**src/rtl/cart_pkg.sv**
```systemverilog
// Shared types and constants for cartridge bank-switch detection.
// Used by cart_detect and by cart_sig_match, which is built only when
// CART_DETECT_SIG_EN is defined.
package cart_pkg;

  // Bank-switch codes consumed by the cartridge mapper.
  typedef enum logic [3:0] {
    BS_NONE = 4'd0,
    BS_F8   = 4'd1,
    BS_F6   = 4'd2,
    BS_FE   = 4'd3,
    BS_E0   = 4'd4,
    BS_3F   = 4'd5,
    BS_F4   = 4'd6,
    BS_P2   = 4'd7,
    BS_FA   = 4'd8,
    BS_CV   = 4'd9
  } bs_t;

  // Detector FSM states. The encoding is also visible on the debug port.
  typedef enum logic [1:0] {
    ST_IDLE   = 2'd0,
    ST_LOAD   = 2'd1,
    ST_DECIDE = 2'd2,
    ST_DONE   = 2'd3
  } state_t;

  // Image sizes used by the size heuristic.
  localparam logic [16:0] SIZE_4K  = 17'd4096;
  localparam logic [16:0] SIZE_8K  = 17'd8192;
  localparam logic [16:0] SIZE_12K = 17'd12288;
  localparam logic [16:0] SIZE_16K = 17'd16384;
  localparam logic [16:0] SIZE_32K = 17'd32768;
  localparam logic [16:0] SIZE_MAX = 17'h1FFFF;

  // Signature bytes. 3F = {85,3F}; E0 = {8D,E0,1F}; FE = {20,00,D0,C6,C5}.
  localparam logic [7:0] SIG_3F_0 = 8'h85;
  localparam logic [7:0] SIG_3F_1 = 8'h3F;
  localparam logic [7:0] SIG_E0_0 = 8'h8D;
  localparam logic [7:0] SIG_E0_1 = 8'hE0;
  localparam logic [7:0] SIG_E0_2 = 8'h1F;
  localparam logic [7:0] SIG_FE_0 = 8'h20;
  localparam logic [7:0] SIG_FE_1 = 8'h00;
  localparam logic [7:0] SIG_FE_2 = 8'hD0;
  localparam logic [7:0] SIG_FE_3 = 8'hC6;
  localparam logic [7:0] SIG_FE_4 = 8'hC5;

  // SuperChip mode encodings; the unused value 3 behaves as auto.
  localparam logic [1:0] SC_AUTO    = 2'd0;
  localparam logic [1:0] SC_DISABLE = 2'd1;
  localparam logic [1:0] SC_ENABLE  = 2'd2;

  // Map a three-character extension to a forced bank-switch code.
  function automatic bs_t ext_to_bs(input logic [23:0] e);
    bs_t r;
    case (e)
      ".F8":   r = BS_F8;
      ".F6":   r = BS_F6;
      ".FE":   r = BS_FE;
      ".E0":   r = BS_E0;
      ".3F":   r = BS_3F;
      ".F4":   r = BS_F4;
      ".P2":   r = BS_P2;
      ".FA":   r = BS_FA;
      ".CV":   r = BS_CV;
      default: r = BS_NONE;
    endcase
    return r;
  endfunction

endpackage

```
**src/rtl/cart_sig_match.sv**
```systemverilog
// Signature scanner: a 5-byte shift register of written bytes, three
// pattern comparators and three 4-bit saturating hit counters.
// A write shifts the byte in; the comparison runs on the following cycle
// against the updated register, so every pattern byte is a real flop.
module cart_sig_match
  import cart_pkg::*;
(
  input  logic       clk,
  input  logic       reset,
  input  logic       clear,
  input  logic       wr_en,
  input  logic [7:0] din,
  output logic [3:0] cnt_3f,
  output logic [3:0] cnt_e0,
  output logic [3:0] cnt_fe
);

  logic [4:0][7:0] sr_q, sr_d;     // sr_q[0] is the newest byte
  logic            pend_q, pend_d; // a byte was shifted in last cycle
  logic [3:0]      c3f_q, c3f_d;
  logic [3:0]      ce0_q, ce0_d;
  logic [3:0]      cfe_q, cfe_d;
  logic            hit_3f, hit_e0, hit_fe;

  // Pattern comparators on the registered window.
  always_comb begin
    hit_3f = (sr_q[1] == SIG_3F_0) && (sr_q[0] == SIG_3F_1);
    hit_e0 = (sr_q[2] == SIG_E0_0) && (sr_q[1] == SIG_E0_1) &&
             (sr_q[0] == SIG_E0_2);
    hit_fe = (sr_q[4] == SIG_FE_0) && (sr_q[3] == SIG_FE_1) &&
             (sr_q[2] == SIG_FE_2) && (sr_q[1] == SIG_FE_3) &&
             (sr_q[0] == SIG_FE_4);
  end

  // Shift and count; a clear from the top wipes everything.
  always_comb begin
    sr_d   = sr_q;
    pend_d = wr_en;
    c3f_d  = c3f_q;
    ce0_d  = ce0_q;
    cfe_d  = cfe_q;
    if (clear) begin
      sr_d   = '0;
      pend_d = 1'b0;
      c3f_d  = '0;
      ce0_d  = '0;
      cfe_d  = '0;
    end else begin
      if (wr_en) begin
        sr_d = {sr_q[3:0], din};
      end
      if (pend_q) begin
        if (hit_3f && (c3f_q != 4'hF)) c3f_d = c3f_q + 4'd1;
        if (hit_e0 && (ce0_q != 4'hF)) ce0_d = ce0_q + 4'd1;
        if (hit_fe && (cfe_q != 4'hF)) cfe_d = cfe_q + 4'd1;
      end
    end
  end

  // Scanner state registers.
  always_ff @(posedge clk) begin
    if (reset) begin
      sr_q   <= '0;
      pend_q <= 1'b0;
      c3f_q  <= '0;
      ce0_q  <= '0;
      cfe_q  <= '0;
    end else begin
      sr_q   <= sr_d;
      pend_q <= pend_d;
      c3f_q  <= c3f_d;
      ce0_q  <= ce0_d;
      cfe_q  <= cfe_d;
    end
  end

  assign cnt_3f = c3f_q;
  assign cnt_e0 = ce0_q;
  assign cnt_fe = cfe_q;

endmodule

```
**src/rtl/cart_detect.sv**
```systemverilog
// Cartridge bank-switch detector. Watches an image download, tracks its
// size and whether the first 256 bytes are uniform, then picks a
// bank-switch code from the extension, the size and (optionally) code
// signatures. Define CART_DETECT_SIG_EN to build the signature scanner.
module cart_detect
  import cart_pkg::*;
(
  input  logic        clk_sys,
  input  logic        reset,
  input  logic        ioctl_download,
  input  logic        ioctl_wr,
  input  logic [24:0] ioctl_addr,
  input  logic [7:0]  ioctl_dout,
  input  logic [23:0] ext,
  input  logic [1:0]  sc_mode,
  output logic [3:0]  force_bs,
  output logic        sc,
  output logic [16:0] rom_size,
  output logic        detect_done,
  output state_t      dbg_state
);

  state_t      state_q, state_d;
  logic        dl_q;
  logic        dl_rise, dl_fall;
  logic [16:0] rom_size_q, rom_size_d;
  bs_t         force_bs_q, force_bs_d;
  logic        sc_q, sc_d;
  logic [23:0] ext_q, ext_d;
  logic [1:0]  mode_q, mode_d;
  logic [7:0]  byte0_q, byte0_d;
  logic        seen0_q, seen0_d;
  logic        uniform_q, uniform_d;
  logic [25:0] addr_p1;
  logic [16:0] wr_size;
  bs_t         decide_bs;
  logic        decide_sc;
  logic        sig_wr;

  // Edge detection. dl_q follows the pin even in reset, so a download
  // already high at reset release is not seen as a new rising edge.
  assign dl_rise = ioctl_download && !dl_q;
  assign dl_fall = !ioctl_download && dl_q;

  // Only strobes inside an ongoing load are scanned.
  assign sig_wr = ioctl_wr && (state_q == ST_LOAD) && !dl_rise;

`ifdef CART_DETECT_SIG_EN
  logic [3:0] cnt_3f, cnt_e0, cnt_fe;

  cart_sig_match u_sig (
    .clk    (clk_sys),
    .reset  (reset),
    .clear  (dl_rise),
    .wr_en  (sig_wr),
    .din    (ioctl_dout),
    .cnt_3f (cnt_3f),
    .cnt_e0 (cnt_e0),
    .cnt_fe (cnt_fe)
  );
`endif

  // Size implied by the current strobe, saturated to 17 bits.
  always_comb begin
    addr_p1 = {1'b0, ioctl_addr} + 26'd1;
    wr_size = (addr_p1 > {9'd0, SIZE_MAX}) ? SIZE_MAX : addr_p1[16:0];
  end

  // Decision: extension first, then size, then signature overrides.
  always_comb begin
    case (rom_size_q)
      SIZE_8K:  decide_bs = BS_F8;
      SIZE_12K: decide_bs = BS_FA;
      SIZE_16K: decide_bs = BS_F6;
      SIZE_32K: decide_bs = BS_F4;
      default:  decide_bs = BS_NONE;
    endcase
`ifdef CART_DETECT_SIG_EN
    if ((rom_size_q == SIZE_8K) || (rom_size_q == SIZE_16K)) begin
      if (cnt_3f >= 4'd2) begin
        decide_bs = BS_3F;
      end else if ((rom_size_q == SIZE_8K) && (cnt_e0 != 4'd0)) begin
        decide_bs = BS_E0;
      end else if ((rom_size_q == SIZE_8K) && (cnt_fe != 4'd0)) begin
        decide_bs = BS_FE;
      end
    end
`endif
    if (ext_to_bs(ext_q) != BS_NONE) begin
      decide_bs = ext_to_bs(ext_q);
    end
    case (mode_q)
      SC_DISABLE: decide_sc = 1'b0;
      SC_ENABLE:  decide_sc = 1'b1;
      default:    decide_sc = uniform_q && seen0_q && (rom_size_q >= SIZE_8K);
    endcase
  end

  // Next-state and datapath updates; a rising download edge wins from
  // any state and restarts the load.
  always_comb begin
    state_d    = state_q;
    rom_size_d = rom_size_q;
    force_bs_d = force_bs_q;
    sc_d       = sc_q;
    ext_d      = ext_q;
    mode_d     = mode_q;
    byte0_d    = byte0_q;
    seen0_d    = seen0_q;
    uniform_d  = uniform_q;
    if (dl_rise) begin
      state_d    = ST_LOAD;
      rom_size_d = '0;
      force_bs_d = BS_NONE;
      sc_d       = 1'b0;
      ext_d      = ext;
      mode_d     = sc_mode;
      byte0_d    = '0;
      seen0_d    = 1'b0;
      uniform_d  = 1'b1;
    end else begin
      case (state_q)
        ST_LOAD: begin
          if (ioctl_wr) begin
            if (wr_size > rom_size_q) rom_size_d = wr_size;
            if (ioctl_addr == 25'd0) begin
              byte0_d = ioctl_dout;
              seen0_d = 1'b1;
            end else if (ioctl_addr < 25'h100) begin
              if (!seen0_q || (ioctl_dout != byte0_q)) uniform_d = 1'b0;
            end
          end
          if (dl_fall) state_d = ST_DECIDE;
        end
        ST_DECIDE: begin
          force_bs_d = decide_bs;
          sc_d       = decide_sc;
          state_d    = ST_DONE;
        end
        default: begin
        end
      endcase
    end
  end

  // Download edge register, free-running.
  always_ff @(posedge clk_sys) begin
    dl_q <= ioctl_download;
  end

  // State and datapath registers.
  always_ff @(posedge clk_sys) begin
    if (reset) begin
      state_q    <= ST_IDLE;
      rom_size_q <= '0;
      force_bs_q <= BS_NONE;
      sc_q       <= 1'b0;
      ext_q      <= '0;
      mode_q     <= '0;
      byte0_q    <= '0;
      seen0_q    <= 1'b0;
      uniform_q  <= 1'b0;
    end else begin
      state_q    <= state_d;
      rom_size_q <= rom_size_d;
      force_bs_q <= force_bs_d;
      sc_q       <= sc_d;
      ext_q      <= ext_d;
      mode_q     <= mode_d;
      byte0_q    <= byte0_d;
      seen0_q    <= seen0_d;
      uniform_q  <= uniform_d;
    end
  end

  assign force_bs    = force_bs_q;
  assign sc          = sc_q;
  assign rom_size    = rom_size_q;
  assign detect_done = (state_q == ST_DONE);
  assign dbg_state   = state_q;

endmodule

```
**config.mk**
```make
export PLATFORM = sky130hd
export DESIGN_NAME = cart_detect
export DESIGN_NICKNAME = d
export VERILOG_FILES = /design/src/rtl/cart_pkg.sv /design/src/rtl/cart_sig_match.sv /design/src/rtl/cart_detect.sv
export SDC_FILE = /design/constraint.sdc
export NUM_CORES = 1
export LEC_CHECK = 0
export BUFFER_PORTS_ARGS = -buffer_cell sky130_fd_sc_hd__buf_2
export CAP_MARGIN = 0
export CORE_MARGIN = 2
export CORE_UTILIZATION = 30
export DETAILED_ROUTE_END_ITERATION = 8
export PLACE_DENSITY = 0.6
export SYNTH_ARGS = -nofsm -noshare
export SYNTH_HDL_FRONTEND = slang
export SYNTH_SLANG_ARGS = --single-unit
```
**constraint.sdc**
```tcl
create_clock -name clk_sys -period 4.03 [get_ports clk_sys]
set_input_delay 0 -clock clk_sys [delete_from_list [all_inputs] [get_ports clk_sys]]
set_output_delay 0 -clock clk_sys [all_outputs]
set_load 0.005 [all_outputs]
```
==> run summary, run 1 <==
Share of the synthesized area in the top cell type = 33.0%
CTS Buf Count = 9
Worst Setup Path Type = in2reg
Netlist cell types = 56
CTS Sinks = 61
Worst-margin pin slew = 1.17 ns
FP Rows = 40
Post-route antenna net violation count = 0
Final worst slack = 0.292 ns
Post-Place Worst Slack = -0.219 ns
Final GP Congestion = 0.875
Chip width = 115 µm
Largest net degree at the start of global routing = 35
Final Max Slew Viols = 0
Worst Skew = 0.00569 ns
EDFF count, synth = 0
#FFs+latches synth = 61
Critical path arrival = 3.92 ns
Total power per unit cell area = 333 mW/mm²
# IOs = 88
DRT Wirelength = 10.6 mm
RSZ-0062 raised after global routing = no
Startpoint Class = input pin
Synth-to-layout area growth = 36.9%
Hpwl dp = 7.78 mm
Hold Fails Final Rpt = 0
CP required = 4.21 ns
DRC = 0
Max-cap violations = 0
Placed instance area = 0.00438 mm²
Placeable Area = 0.0120 mm²
# setup viols final = 0
Worst VDD drop = 0.189 mV
Postcts setup bufs = 0
Starting Density = 30.8%
Initial antenna violation count = 0
Synth Instances = 445
Insertion delay to the later sink of the worst-skew pair = 0.33 ns
Initial DRC Count = 137
Register area share after synthesis = 33.0%
GRT Total Usage = 16.1%
Fraction of layout cells with a size suffix above 1 = 22.3%
Diodes inserted = 0
CP Capture Type = flop
TritonCTS clock tree = yes
Min-Delay Path Class = in2reg
Synthesis Warnings = 0
Post-Syn Nets = 530
Height of the die = 115 µm
1st-pass router iterations = 4
First-pass GRT wire length = 16.9 mm
H-Tree Depth = 3
Synthesized area per cell = 8.31 µm²
Grt total ovfl = 0
Via count = 3676
IO buf count = 87
DR WL/cell = 14.5 µm
Root Buffer = clkbuf_16
Status = completed
Final nets = 662
Die ar. = 0.0132 mm²
Max clock buf depth = 2
Worst Path Max Fanout = 34
Cell accounting for the most synthesized area = dfxtp_1
Post-synth top flop = dfxtp_1
Clock transition at the registers of the reported paths = 0.05 ns
Largest cells by area after synthesis = dfxtp_1, mux2i_1, ha_1
Post-synth design cell area = 0.00370 mm²
Slew headroom = 21.2%
Fin crit period = 3.74 ns
Upper clock frequency limit = 268 MHz
Vias/cell = 5.04
Tcrit/Tclk final = 92.7%
Static leakage = 2.03 nW
Flop-to-flop setup slack = 1.38 ns
Vias in the first global route = 3515
Final Cell Area = 0.00506 mm²
Ys async rst share = 0%
[logic make-up after synthesis]
kind of cell               share of synthesized area, %
and+or+nand+nor                                    26.9
AOI/OAI and AO/OA                                  12.7
DFF                                                33.0
buffers and inverters                              4.77
muxes                                              9.51
xor gates and xnor gates                           5.69
adders and majority gates                          7.45
[cells in the mapped netlist, drive strengths merged, types with 11 or more instances]
| library cell | count |
|---|---|
| a31oi | 20 |
| mux2i | 34 |
| inv | 27 |
| xnor2 | 11 |
| nand2 | 28 |
| o21ai | 26 |
| nor2 | 57 |
| dfxtp | 61 |
| xor2 | 13 |
| nor3 | 14 |
| ha | 22 |
| nor4 | 16 |
| nand4 | 12 |
| nand3 | 17 |
[what timing repair did]
action	in CTS	in global routing
hold endpoints to repair	36	0
resized for setup	0	2
endpoints found under the setup margin	0	17
hold buffers	36	0
[worst paths after layout]
kind / startpoint / cells after the start / endpoint
setup / recovery: ioctl_addr[0] / 19 / rom_size[4]$_SDFFE_PP0P_
hold / removal: ioctl_addr[14] / 3 / rom_size[14]$_SDFFE_PP0P_
setup reg to reg: rom_size[14]$_SDFFE_PP0P_ / 9 / rom_size[4]$_SDFFE_PP0P_
hold reg to reg: ext_q[19]$_SDFFE_PP0P_ / 2 / ext_q[19]$_SDFFE_PP0P_
[placed cells by master, fill, tap and decap left out, drive strengths merged, types with 3 or more instances in the layout]
master,count
a211oi,3
a21o,3
a21oi,10
a31oi,20
and3,3
and4,4
buf,102
clkbuf,10
dfxtp,61
dlygate4sd3,36
ha,22
inv,28
mux2i,34
nand2,28
nand2b,4
nand3,17
nand4,12
nand4b,3
nor2,57
nor2b,4
nor3,14
nor4,16
o21ai,26
or3,4
or4,3
xnor2,11
xor2,13
[metal layers]
| metal | up-vias | track usage, % | share of wire, % |
|---|---|---|---|
| met4 | 0 | 7.79 | 2.4 |
| met5 | - | 0 | 0 |
| met2 | 75 | 26.3 | 47 |
| met1 | 1704 | 20.8 | 48 |
| met3 | 15 | 2.48 | 2.8 |
| li1 | 1882 | - | - |
[layout make-up]
| cell class | count | area, µm² |
|---|---|---|
| Clock buffer | 10 | 229 |
| Clock inverter | 6 | 86.3 |
| Fill cell | 1200 | 6950 |
| Inverter | 27 | 101 |
| Multi-Input combinational cell | 340 | 2320 |
| Sequential cell | 61 | 1220 |
| Tap cell | 147 | 184 |
| Timing Repair Buffer | 138 | 921 |
[per-stage QoR]
step / utilization (%) / cells / hold slack, ns / power, mW / setup TNS, ns
2_1_floorplan: - / 445 / 0.0277 / 0.758 / 0
4_1_cts: 42.1 / 729 / 0.0740 / 1.70 / 0
3_5_place_dp: 36.4 / 677 / 0.141 / 0.847 / -2.76
5_1_grt: 42.1 / 729 / 0.121 / 1.75 / 0
6_report: 42.1 / 729 / 0.0832 / 1.69 / 0
3_3_place_gp: 36.4 / 677 / 0.139 / 0.842 / -1.31
[sequential cells by signal (all words and copies together) (netlist names)]
name / flops
mode_q: 2
dbg_state: 2
ext_q: 24
sc: 1
rom_size: 17
byte0_q: 8
uniform_q: 1
dl_q: 1
force_bs: 4
seen0_q: 1
[critical path, stage by stage]
cell	delay (ns)
buf_2	0.12
ha_1	0.16
and4_1	0.24
nand2_2	0.10
nor4_4	0.30
and4_1	0.22
a211oi_1	0.07
nor4_4	0.37
buf_12	0.21
buf_4	0.15
nand2_1	0.06
ha_1	0.31
nand4_1	0.11
or4_1	0.54
mux2_2	0.29
nand4b_1	0.19
a21oi_4	0.16
o21ai_0	0.25
a31oi_1	0.07
[report_power, final]
group | total (mW) | internal (mW) | switching [mW] | leakage [nW]
sequential | 0.647 | 0.625 | 0.0216 | 0.497
combinational | 0.217 | 0.106 | 0.111 | 1.38
clock | 0.824 | 0.541 | 0.283 | 0.153
(Power assumes the default switching activity.)
==> inputs of run 2 (changes only) <==
--- a/config.mk
+++ b/config.mk
@@ -7,7 +7,7 @@
 export LEC_CHECK = 0
 export BUFFER_PORTS_ARGS = -buffer_cell sky130_fd_sc_hd__buf_2
 export CAP_MARGIN = 0
-export CORE_MARGIN = 2
+export CORE_MARGIN = 10
 export CORE_UTILIZATION = 30
 export DETAILED_ROUTE_END_ITERATION = 8
 export PLACE_DENSITY = 0.6
==> run summary, run 2 (synthesis gave the netlist of run 1 again) <==
Min-Delay Path Class = in2reg
Diodes inserted = 0 (unchanged)
First-pass GRT wire length = 17.9 mm (+6.0%)
Hpwl dp = 8.37 mm (+7.6%)
Root Buffer = clkbuf_16
Via count = 3733 (+1.6%)
Fraction of layout cells with a size suffix above 1 = 22.8% (+0.42 points)
TritonCTS clock tree = yes
Top reg by flops = ext_q
Upper clock frequency limit = 265 MHz (-0.87%)
Initial antenna violation count = 0 (unchanged)
RSZ-0062 raised after global routing = no
Fillers = 1185 (-1.3%)
Worst path max stage delay = 0.60 ns (+0.06 ns)
Initial DRC Count = 224 (+64%)
Insertion delay to the later sink of the worst-skew pair = 0.33 ns (about the same)
Starting Density = 30.6% (-0.13 points)
Worst-margin pin slew = 0.688 ns (-0.484 ns)
Total power per unit cell area = 355 mW/mm² (+6.5%)
CTS Buf Count = 9 (unchanged)
IO buf count = 87 (unchanged)
Height of the die = 131 µm (+14%)
Placeable Area = 0.0121 mm² (+0.42%)
Met3 usage = 3.18% (+0.71 points)
Startpoint Class = input pin
Status = completed
Final nets = 660 (-0.30%)
Critical path arrival = 3.97 ns (+0.05 ns)
DR WL/cell = 15.0 µm (+3.0%)
CP Capture Type = flop
Worst Setup Path Type = in2reg
M2 GR Usage = 21.6% (-4.7 points)
Met1 Use GR = 16.1% (-4.8 points)
Clock transition at the registers of the reported paths = 0.06 ns (about the same)
GRT Total Usage = 13.1% (-3.0 points)
# setup viols final = 0 (unchanged)
Vias in the first global route = 3639 (+3.5%)
Slew headroom = 53.5% (+32 points)
Vias/cell = 4.99 (-1.0%)
Final Max Slew Viols = 0 (unchanged)
Die ar. = 0.0172 mm² (+30%)
DRT Wirelength = 11.2 mm (+5.7%)
Worst Path Max Fanout = 26 (-24%)
Synth-to-layout area growth = 39.3%
Final Cell Area = 0.00515 mm² (+1.7%)
Worst Skew = 0.00517 ns (-0.000522 ns)
Slowest library cell on the worst path = or4_1
Fin crit period = 3.77 ns (+0.0327 ns)
Largest net degree at the start of global routing = 35 (unchanged)
Most frequent cells in the layout = buf_2, dfxtp_1, nor2_1
Critical path, cell by cell = buf_2, ha_1, and4_1, nand2_2, nor4_4, and4_1, a211oi_1, nor4_4, buf_12, buf_4, nand2_1, ha_1, nand4_1, or4_1, mux2_2, nand4b_1, buf_4, a21oi_4, o21ai_0, a31oi_1
Worst VDD drop = 0.186 mV (-1.9%)
DRC = 0 (unchanged)
Chip width = 131 µm (+14%)
Max clock buf depth = 2 (unchanged)
Final Util = 42.7% (+0.55 points)
1st-pass router iterations = 4 (unchanged)
CTS Sinks = 61 (unchanged)
Final GP Congestion = 0.891 (+1.8%)
Grt total ovfl = 0 (unchanged)
FP Rows = 40 (unchanged)
Placed instance area = 0.00437 mm² (about the same)
Commonest non-fill, non-tap cell in the layout = buf_2
# IOs = 88 (unchanged)
Overall Power = 1.83 mW (+8.4%)
Static leakage = 2.05 nW (+0.70%)
Post-route antenna net violation count = 0 (unchanged)
Hold Fails Final Rpt = 0 (unchanged)
Tcrit/Tclk final = 93.6% (+0.81 points)
Max reg flops = 24 (unchanged)
CP required = 4.23 ns (+0.02 ns)
H-Tree Depth = 3 (unchanged)
Busiest grt layer = met2
Max-cap violations = 0 (unchanged)
-- run 2: cell count changes in the layout (fill, tap and decap cells not counted), moves of 2 or more --
cell       before  now
o21ai_1         2   11
clkinv_2        2    0
buf_4          14   11
o21ai_0        24   13
bufinv_16       2    4
o21ai_2         0    2
-- run 2: final timing paths --
path | from | endpoint | slack, ns | depth (start not counted)
hold reg to reg | uniform_q$_SDFFE_PP0P_ | uniform_q$_SDFFE_PP0P_ | 0.49 | 2
setup reg to reg | rom_size[12]$_SDFFE_PP0P_ | rom_size[11]$_SDFFE_PP0P_ | 1.41 | 10
setup / recovery | ioctl_addr[0] | rom_size[11]$_SDFFE_PP0P_ | 0.26 | 20
hold / removal | ioctl_addr[2] | rom_size[2]$_SDFFE_PP0P_ | 0.08 | 3
-- run 2: what timing repair did --
item	4_1_cts	5_1_grt
buffers inserted	0	1
endpoints found under the setup margin	1	17
endpoints found under the hold margin	36	0
hold buffers	36	0
resized for setup	1	16
gates cloned	0	1
pin swaps	0	2
-- run 2: area by class of cell --
cell class / instances / area, µm² / share of cell area (%)
clock inverter: 7 / 145 / 2.82
multi-input combinational: 341 / 2350 / 45.6
clock buffer: 9 / 225 / 4.38
sequential: 61 / 1220 / 23.7
inverter: 27 / 101 / 1.97
tap: 168 / 210 / 4.08
timing repair buffer: 135 / 898 / 17.5
-- run 2: critical path: cells and delay by family --
kind | cells | cell delay, ns
buf+inv | 4 | 0.62
mux | 1 | 0.29
compound gates | 4 | 0.45
simple gates | 9 | 2.13
fa+ha+maj | 2 | 0.47
-- run 2: where the power goes --
part	internal, mW	leakage, nW	switching [mW]
combinational	0.107	1.37	0.111
clock	0.671	0.177	0.293
sequential	0.625	0.497	0.0218
-- run 2: through the flow --
stage | setup WS, ns | hold WS [ns] | setup TNS, ns | std cells
after floorplan | 0.345 | 0.0277 | 0 | 445
after global placement | -0.112 | 0.136 | -1.51 | 694
after detailed placement | -0.289 | 0.137 | -4.19 | 694
after CTS | 0.162 | 0.0661 | 0 | 746
after global routing | 0.0236 | 0.103 | 0 | 748
final | 0.259 | 0.0825 | 0 | 748
-- run 2: per-layer routing --
metal / part of all wire [%] / wire (µm) / vias up
met3: 4.2 / 469 / 9
li1: - / - / 1876
met2: 49 / 5460 / 89
met4: 1.6 / 176 / 0
met5: 0 / 0 / -
met1: 45 / 5090 / 1759
